--- config.mk ---
export PLATFORM = sky130hd
export DESIGN_NAME = ysyx_mem_arb
export DESIGN_NICKNAME = d
export VERILOG_FILES = /design/src/rtl/ysyx_mem_arb_pkg.sv /design/src/rtl/ysyx_arb_pick.sv /design/src/rtl/ysyx_mem_arb.sv
export SDC_FILE = /design/constraint.sdc
export NUM_CORES = 1
export LEC_CHECK = 0
export CORE_ASPECT_RATIO = 1.25
export CORE_MARGIN = 8
export CORE_UTILIZATION = 35
export DETAILED_ROUTE_END_ITERATION = 8
export PLACE_DENSITY = 0.83
export SLEW_MARGIN = 20
export SYNTH_ARGS = -nofsm -noshare
export SYNTH_HDL_FRONTEND = slang
export SYNTH_SLANG_ARGS = --single-unit
--- constraint.sdc ---
create_clock -name clk -period 1.78 [get_ports clk]
set_input_delay 0.267 -clock clk [delete_from_list [all_inputs] [get_ports clk]]
set_output_delay 0.267 -clock clk [all_outputs]
set_load 0.1 [all_outputs]
--- src/rtl/ysyx_mem_arb_pkg.sv ---
// Shared encodings for the IFU/LSU read arbiter: FSM states, owner IDs, response codes.
package ysyx_mem_arb_pkg;

    typedef enum logic [1:0] {
        ST_IDLE = 2'd0,
        ST_ADDR = 2'd1,
        ST_DATA = 2'd2
    } arb_state_e;

    localparam logic OWN_IFU = 1'b0;
    localparam logic OWN_LSU = 1'b1;

    localparam logic [1:0] RESP_OKAY = 2'b00;

    function automatic logic resp_is_err(input logic [1:0] resp);
        return resp != RESP_OKAY;
    endfunction

endpackage

--- src/rtl/ysyx_arb_pick.sv ---
// Owner selection between IFU and LSU; ptr_i names the requester that wins a tie.
module ysyx_arb_pick
    import ysyx_mem_arb_pkg::*;
(
    input  logic ifu_req_i,
    input  logic lsu_req_i,
    input  logic ptr_i,
    output logic own_o
);

    always_comb begin
        own_o = OWN_LSU;
        if (ifu_req_i && lsu_req_i) begin
            own_o = ptr_i;
        end else if (ifu_req_i) begin
            own_o = OWN_IFU;
        end
    end

endmodule

--- src/rtl/ysyx_mem_arb.sv ---
// Two-requester (IFU/LSU) read arbiter in front of a single AXI-like read port.
// Define YSYX_MEM_ARB_RR_EN for round-robin ties; otherwise the LSU always wins a tie.
module ysyx_mem_arb
    import ysyx_mem_arb_pkg::*;
#(
    parameter int ADDR_W = 32,
    parameter int DATA_W = 32
) (
    input  logic              clk,
    input  logic              rst,

    input  logic [ADDR_W-1:0] ifu_araddr,
    input  logic              ifu_arvalid,
    output logic [DATA_W-1:0] ifu_rdata,
    output logic              ifu_rvalid,
    output logic              ifu_rerr,

    input  logic [ADDR_W-1:0] lsu_araddr,
    input  logic              lsu_arvalid,
    output logic [DATA_W-1:0] lsu_rdata,
    output logic              lsu_rvalid,
    output logic              lsu_rerr,

    output logic [ADDR_W-1:0] mem_araddr,
    output logic              mem_arvalid,
    input  logic              mem_arready,
    input  logic [DATA_W-1:0] mem_rdata,
    input  logic [1:0]        mem_rresp,
    input  logic              mem_rvalid,
    output logic              mem_rready
);

    arb_state_e        state_q;
    logic              own_q;
    logic [ADDR_W-1:0] addr_q;
    logic              arvalid_q;
    logic              rready_q;

    logic              pick_own;
    logic              tie_ptr;
    logic [ADDR_W-1:0] grant_addr_d;
    logic              rsp_fire;

`ifdef YSYX_MEM_ARB_RR_EN
    logic ptr_q;
    assign tie_ptr = ptr_q;
`else
    assign tie_ptr = OWN_LSU;
`endif

    ysyx_arb_pick u_pick (
        .ifu_req_i (ifu_arvalid),
        .lsu_req_i (lsu_arvalid),
        .ptr_i     (tie_ptr),
        .own_o     (pick_own)
    );

    assign grant_addr_d = (pick_own == OWN_LSU) ? lsu_araddr : ifu_araddr;

    // Requests are only looked at in IDLE; a grant is never revoked once taken.
    always_ff @(posedge clk or posedge rst) begin
        if (rst) begin
            state_q   <= ST_IDLE;
            own_q     <= OWN_LSU;
            addr_q    <= '0;
            arvalid_q <= 1'b0;
            rready_q  <= 1'b0;
`ifdef YSYX_MEM_ARB_RR_EN
            ptr_q     <= OWN_LSU;
`endif
        end else begin
            unique case (state_q)
                ST_IDLE: begin
                    if (ifu_arvalid || lsu_arvalid) begin
                        own_q     <= pick_own;
                        addr_q    <= grant_addr_d;
                        arvalid_q <= 1'b1;
                        state_q   <= ST_ADDR;
                    end
                end
                ST_ADDR: begin
                    if (mem_arready) begin
                        arvalid_q <= 1'b0;
                        rready_q  <= 1'b1;
                        state_q   <= ST_DATA;
                    end
                end
                ST_DATA: begin
                    if (mem_rvalid) begin
                        rready_q <= 1'b0;
                        state_q  <= ST_IDLE;
`ifdef YSYX_MEM_ARB_RR_EN
                        ptr_q    <= ~own_q;
`endif
                    end
                end
                default: begin
                    arvalid_q <= 1'b0;
                    rready_q  <= 1'b0;
                    state_q   <= ST_IDLE;
                end
            endcase
        end
    end

    assign mem_arvalid = arvalid_q;
    assign mem_araddr  = arvalid_q ? addr_q : '0;
    assign mem_rready  = rready_q;

    // rready_q is only high in DATA, so stray beats in IDLE/ADDR never fire.
    assign rsp_fire   = rready_q & mem_rvalid;
    assign ifu_rvalid = rsp_fire & (own_q == OWN_IFU);
    assign lsu_rvalid = rsp_fire & (own_q == OWN_LSU);

    assign ifu_rdata  = ifu_rvalid ? mem_rdata : '0;
    assign lsu_rdata  = lsu_rvalid ? mem_rdata : '0;
    assign ifu_rerr   = ifu_rvalid & resp_is_err(mem_rresp);
    assign lsu_rerr   = lsu_rvalid & resp_is_err(mem_rresp);

endmodule

==> flow_summary.ini, run 1 <==
[logic_synthesis]
synth_seq_cells = 37
yosys.area_share.adder_pct = 0
syn_inst = 237
synth_edf_count = 0
yosys-mux-area-fraction_pct = 34.5
synth_compound_area_share_pct = 1.78
synth-xor-area-share_pct = 0
synth_nets = 341
synth_top_family_by_area = multiplexers
yosys.area_share.simple_pct = 24.4
yosysUniqueCellTypes = 21
syn_area_mm2 = 0.00274
yosysSeqAreaShare_pct = 33.8
synth_ff_type = dfrtp_1
synthArstFlopShare_pct = 100
avgSynthCellArea_um2 = 11.6
yosysWarnings = 0

[placed_design]
place.gp.congestion = 0.764
dp.cells = 534
hpwl_um = 9280
io_buffers = 205
dp_slack_ps = -124

[critical_path]
worst-path-max-fanout = 7
critPathKind = flip-flop to output pin
cp_data_required_time_ps = 1510
cp.arrival_ps = 1570
end_kind = output pin
start_kind = flip-flop

[routing]
vias = 2611
wl_per_cell_um = 20.6
drt-initial-drc-count = 54
viasPerCell = 4.74
wirelength_um = 11300
drc = 0
drtPass1Iterations = 5
ant_nets = 0

[grt]
grt_pass1_vias = 2894
grt_pass1_wl_um = 16100
grt-ovfl-total = 0
antenna_found_initial = 3
grt.total_usage_pct = 19.4
grt_max_degree = 38

[status]
violations = setup timing
status = finished with violations

[power]
powerDensity_mw_per_mm2 = 2080
p_clk_share_pct = 4.2
p_int_uw = 6110
p_sw_share_pct = 54.4
irDropWorstVdd_mv = 1.57
p_comb_share_pct = 83.4
leakage_uw = 0.00284
p_switching_uw = 7290
p_seq_share_pct = 12.4

[clock_tree]
clkTransAtPathRegs_ps = 80
cts_sinks = 37
htree_levels = 2
cts_inserted_buffers = 5
cts_tree = done
cts_buffer_depth = 2
clock-root-buffer = clkbuf_8
holdBufCountCts = 0
clk_latency_ps = 290

[timing]
period_needed_ps = 1840
hold_viol = 0
finalSetupViolCount = 65
slew_viol_final = 0
fin_tns_setup_ps = -2010
tightest_slew_ps = 318
period_share_pct = 103
rsz0062_at_grt = yes
relSlewSlack_pct = 78.8
fmax_mhz = 544
timing.final.ws_setup_ps = -57.3
fin_skew_ps = 7.35

[floorplan]
pin_count = 206
die_y_um = 115
design.core.area_mm2 = 0.00770
dieArea_mm2 = 0.0109
start_util_pct = 35.6
num_rows = 36
die_width_um = 95.2

[final_layout]
final_cells = 551
mostFrequentLayoutCells = buf_12, clkdlybuf4s50_1, and2_4, mux2_4, dfrtp_1
area_delta_synth_final_pct = 135
final_common_cell = buf_12
drive_gt1_share_pct = 66.2
finalNetCount = 558
fillCellCount = 391

[flow_run]
drv_cap = 0

[hold_path]
hp-class = input pin to async pin
per-layer routing:
metal  GRT usage (%)  wire length, µm
met1            21.0             4020
met2            33.3             5600
met3            8.23             1450
met4            5.32              243
met5               0               31
power groups by stage:
stage	clock network (µW)	registers [µW]	logic, µW
final	562	1660	11200
after CTS	570	1670	11100
after global routing	608	1730	11500
after detailed placement	0	1680	11000
after global placement	0	1650	10800
after floorplan	0	1640	7100
area by class of cell:
class	count	area, µm²	area share [%]
inverter	1	3.75	0.0583
clock inverter	1	5.00	0.0777
sequential	37	935	14.5
tap	95	119	1.85
multi-input combinational	181	1900	29.5
antenna	1	2.50	0.0389
timing repair buffer	228	3400	52.8
clock buffer	7	76.3	1.19
worst max-delay path: stages, from the launching register on:
cell	delay, ps
dfstp_2	550
buf_6	100
nor2_4	30
buf_12	140
clkbuf_16	150
and2_4	160
buf_12	160
per-stage QoR:
step | area (µm²) | total power (µW) | hold slack (ps) | util [%]
2_1_floorplan | 3020 | 8750 | 409 | -
3_3_place_gp | 6190 | 12500 | 482 | 80.3
3_5_place_dp | 6190 | 12600 | 485 | 80.3
4_1_cts | 6310 | 13300 | 343 | 81.9
5_1_grt | 6430 | 13800 | 374 | 83.5
6_report | 6440 | 13400 | 337 | 83.6
kinds of logic (layout without fill, tap and decap cells):
family	Yosys count	count (layout)
and+or+nand+nor	110	110
muxes	64	64
DFF	37	37
buffers and inverters	19	237
AOI/OAI and AO/OA	7	7
other	0	1
timing repair:
| action | CTS | global route |
|---|---|---|
| cloned | 1 | 3 |
| setup buffers | 1 | 3 |
| pin swaps | 3 | 30 |
| gates resized for setup | 5 | 12 |
| setup endpoints to repair | 46 | 99 |
synth_stat cells, types with 2 or more instances:
master | number | area share [%]
mux2_4 | 60 | 33
nor2_1 | 3 | 0.41
nand2_1 | 6 | 0.82
clkbuf_1 | 10 | 1.4
buf_12 | 3 | 2.2
buf_6 | 4 | 1.6
o21a_1 | 3 | 0.82
mux2_2 | 4 | 1.6
and2_1 | 96 | 22
dfrtp_1 | 36 | 33
o21ai_0 | 2 | 0.36
final timing paths:
check	cells after the start	slack, ps	startpoint	to
min in group clk	5	410	mem_rvalid	state_q[1]
min reg2reg	1	510	addr_q[20]	addr_q[20]
min	3	340	rst	addr_q[3]
max in group asynchronous	3	1180	rst	own_q
max reg2reg	4	230	state_q[1]	addr_q[14]
max	6	-60	own_q	ifu_rdata[8]
state kept, by name, indices dropped and copies added (netlist names):
signal	cells
own_q	1
addr_q	32
mem_arvalid	1
state_q	2
mem_rready	1
(Power assumes the default switching activity.)
==> run 2: changes to the inputs <==
Settings changed: MAX_ROUTING_LAYER from default to met4.
==> run 2 against run 1 <==
The flow still finishes with violations (setup timing). Worst setup slack worse by 1.8 ps. Maximum frequency hardly changed. Final area grew 0.12%. Sequential share of layout area is essentially flat.
==> flow_summary.ini, run 2 (synthesis results as in run 1) <==
[final_layout]
finalNetCount = 558
mostFrequentLayoutCells = buf_12, clkdlybuf4s50_1, and2_4, mux2_4, dfrtp_1
final_cells = 554
final_util_pct = 83.7
fillCellCount = 391
multi_input_area_mm2 = 0.00190
drive_gt1_share_pct = 66.2
top_register = addr_q
top_regs = addr_q (32), state_q (2)
largest_register_ffs = 32
area_delta_synth_final_pct = 135
final_common_cell = buf_12
final-seq-area_um2 = 935

[routing]
wirelength_um = 11300
drtPass1Iterations = 5
wl_per_cell_um = 20.5
ant_nets = 0
drt-initial-drc-count = 78
vias = 2595
drc = 0
viasPerCell = 4.68

[clock_tree]
cts_buffer_depth = 2
clock-root-buffer = clkbuf_8
clk_latency_ps = 290
holdBufCountCts = 0
cts_sinks = 37
htree_levels = 2
clkTransAtPathRegs_ps = 80
cts_tree = done
cts_inserted_buffers = 5

[power]
irDropWorstVdd_mv = 1.57
powerDensity_mw_per_mm2 = 2080
power_uw = 13400
leakage_uw = 0.00284

[floorplan]
design.core.area_mm2 = 0.00770
dieArea_mm2 = 0.0109
die_width_um = 95.2
pin_count = 206
die_y_um = 115
start_util_pct = 35.6
num_rows = 36

[timing]
finalSetupViolCount = 65
tightest_slew_ps = 322
timing.final.ws_setup_ps = -59.1
fmax_mhz = 544
relSlewSlack_pct = 78.5
rsz0062_at_grt = yes
fin_skew_ps = 6.44
period_share_pct = 103
period_needed_ps = 1840
hold_viol = 0
slew_viol_final = 0

[critical_path]
worst-path-max-fanout = 7
cp_data_required_time_ps = 1510
r2r-end = addr_q[14]
reg2reg_slack_ps = 240
r2r_start = state_q[1]
reg2reg_depth = 4
end_kind = output pin
cp.arrival_ps = 1570
start_kind = flip-flop
critPathKind = flip-flop to output pin

[placed_design]
io_buffers = 205
dp.cells = 534
place.gp.congestion = 0.774
hpwl_um = 9280

[grt]
grt_pass1_vias = 2918
grt_max_degree = 38
grt_pass1_wl_um = 16000
grt.total_usage_pct = 19.9
antenna_found_initial = 3
grt-ovfl-total = 0

[hold_path]
hp-class = input pin to async pin

[status]
status = finished with violations
violations = setup timing

[flow_run]
drv_cap = 0
## run 2: cell types whose count changed in the layout (fill, tap and decap cells not counted)
cell     delta
diode_2     +3
## run 2: what timing repair did
item | 4_1_cts | 5_1_grt
cloned | 1 | 3
gates resized for setup | 5 | 12
setup buffers | 1 | 3
endpoints found under the setup margin | 46 | 99
pin swaps | 3 | 32
## run 2: routing by layer
layer  track usage [%]  share of wire, %
met1              21.5                37
met2              33.3                49
met3              7.25                12
met4              5.32               1.8
met5                 -                 0
## run 2: per-stage QoR
stage / area, µm² / hold WS, ps / setup WS [ps] / TNS (ps)
global route: 6440 / 376 / -101 / -5130
detailed placement: 6190 / 485 / -124 / -3840
finish: 6440 / 335 / -59.1 / -2120
global placement: 6190 / 482 / -68.9 / -1980
floorplan: 3020 / 409 / 3.38 / 0
CTS: 6310 / 343 / -57.2 / -1530
## run 2: worst max-delay path: stages (launching register included)
cell and delay [ps]:
dfstp_2 550, buf_6 100, nor2_4 30, buf_12 140
clkbuf_16 150, and2_4 160, buf_12 160
## run 2: power by group
group | switching [µW] | leakage (µW) | internal, µW
Sequential | 361 | 0.000430 | 1300
Combinational | 6640 | 0.00237 | 4530
Clock | 289 | 0.0000422 | 275
## run 2: how the worst max path moves through the flow
stage	start	end	slack, ps	cells past startpoint
floorplan	mem_rready	lsu_rdata[22]	3	4
global placement	lsu_arvalid	addr_q[9]	-70	5
detailed placement	ifu_arvalid	addr_q[19]	-120	5
CTS	own_q	lsu_rdata[29]	-60	4
global route	own_q	lsu_rdata[12]	-100	4
finish	own_q	ifu_rdata[16]	-60	6
## run 2: area by class of cell
cell class / instances / area share (%)
Timing Repair Buffer: 228 / 52.7
Antenna cell: 4 / 0.155
Sequential cell: 37 / 14.5
Multi-Input combinational cell: 181 / 29.5
Inverter: 1 / 0.0582
Clock buffer: 7 / 1.18
Tap cell: 95 / 1.84
Clock inverter: 1 / 0.0777
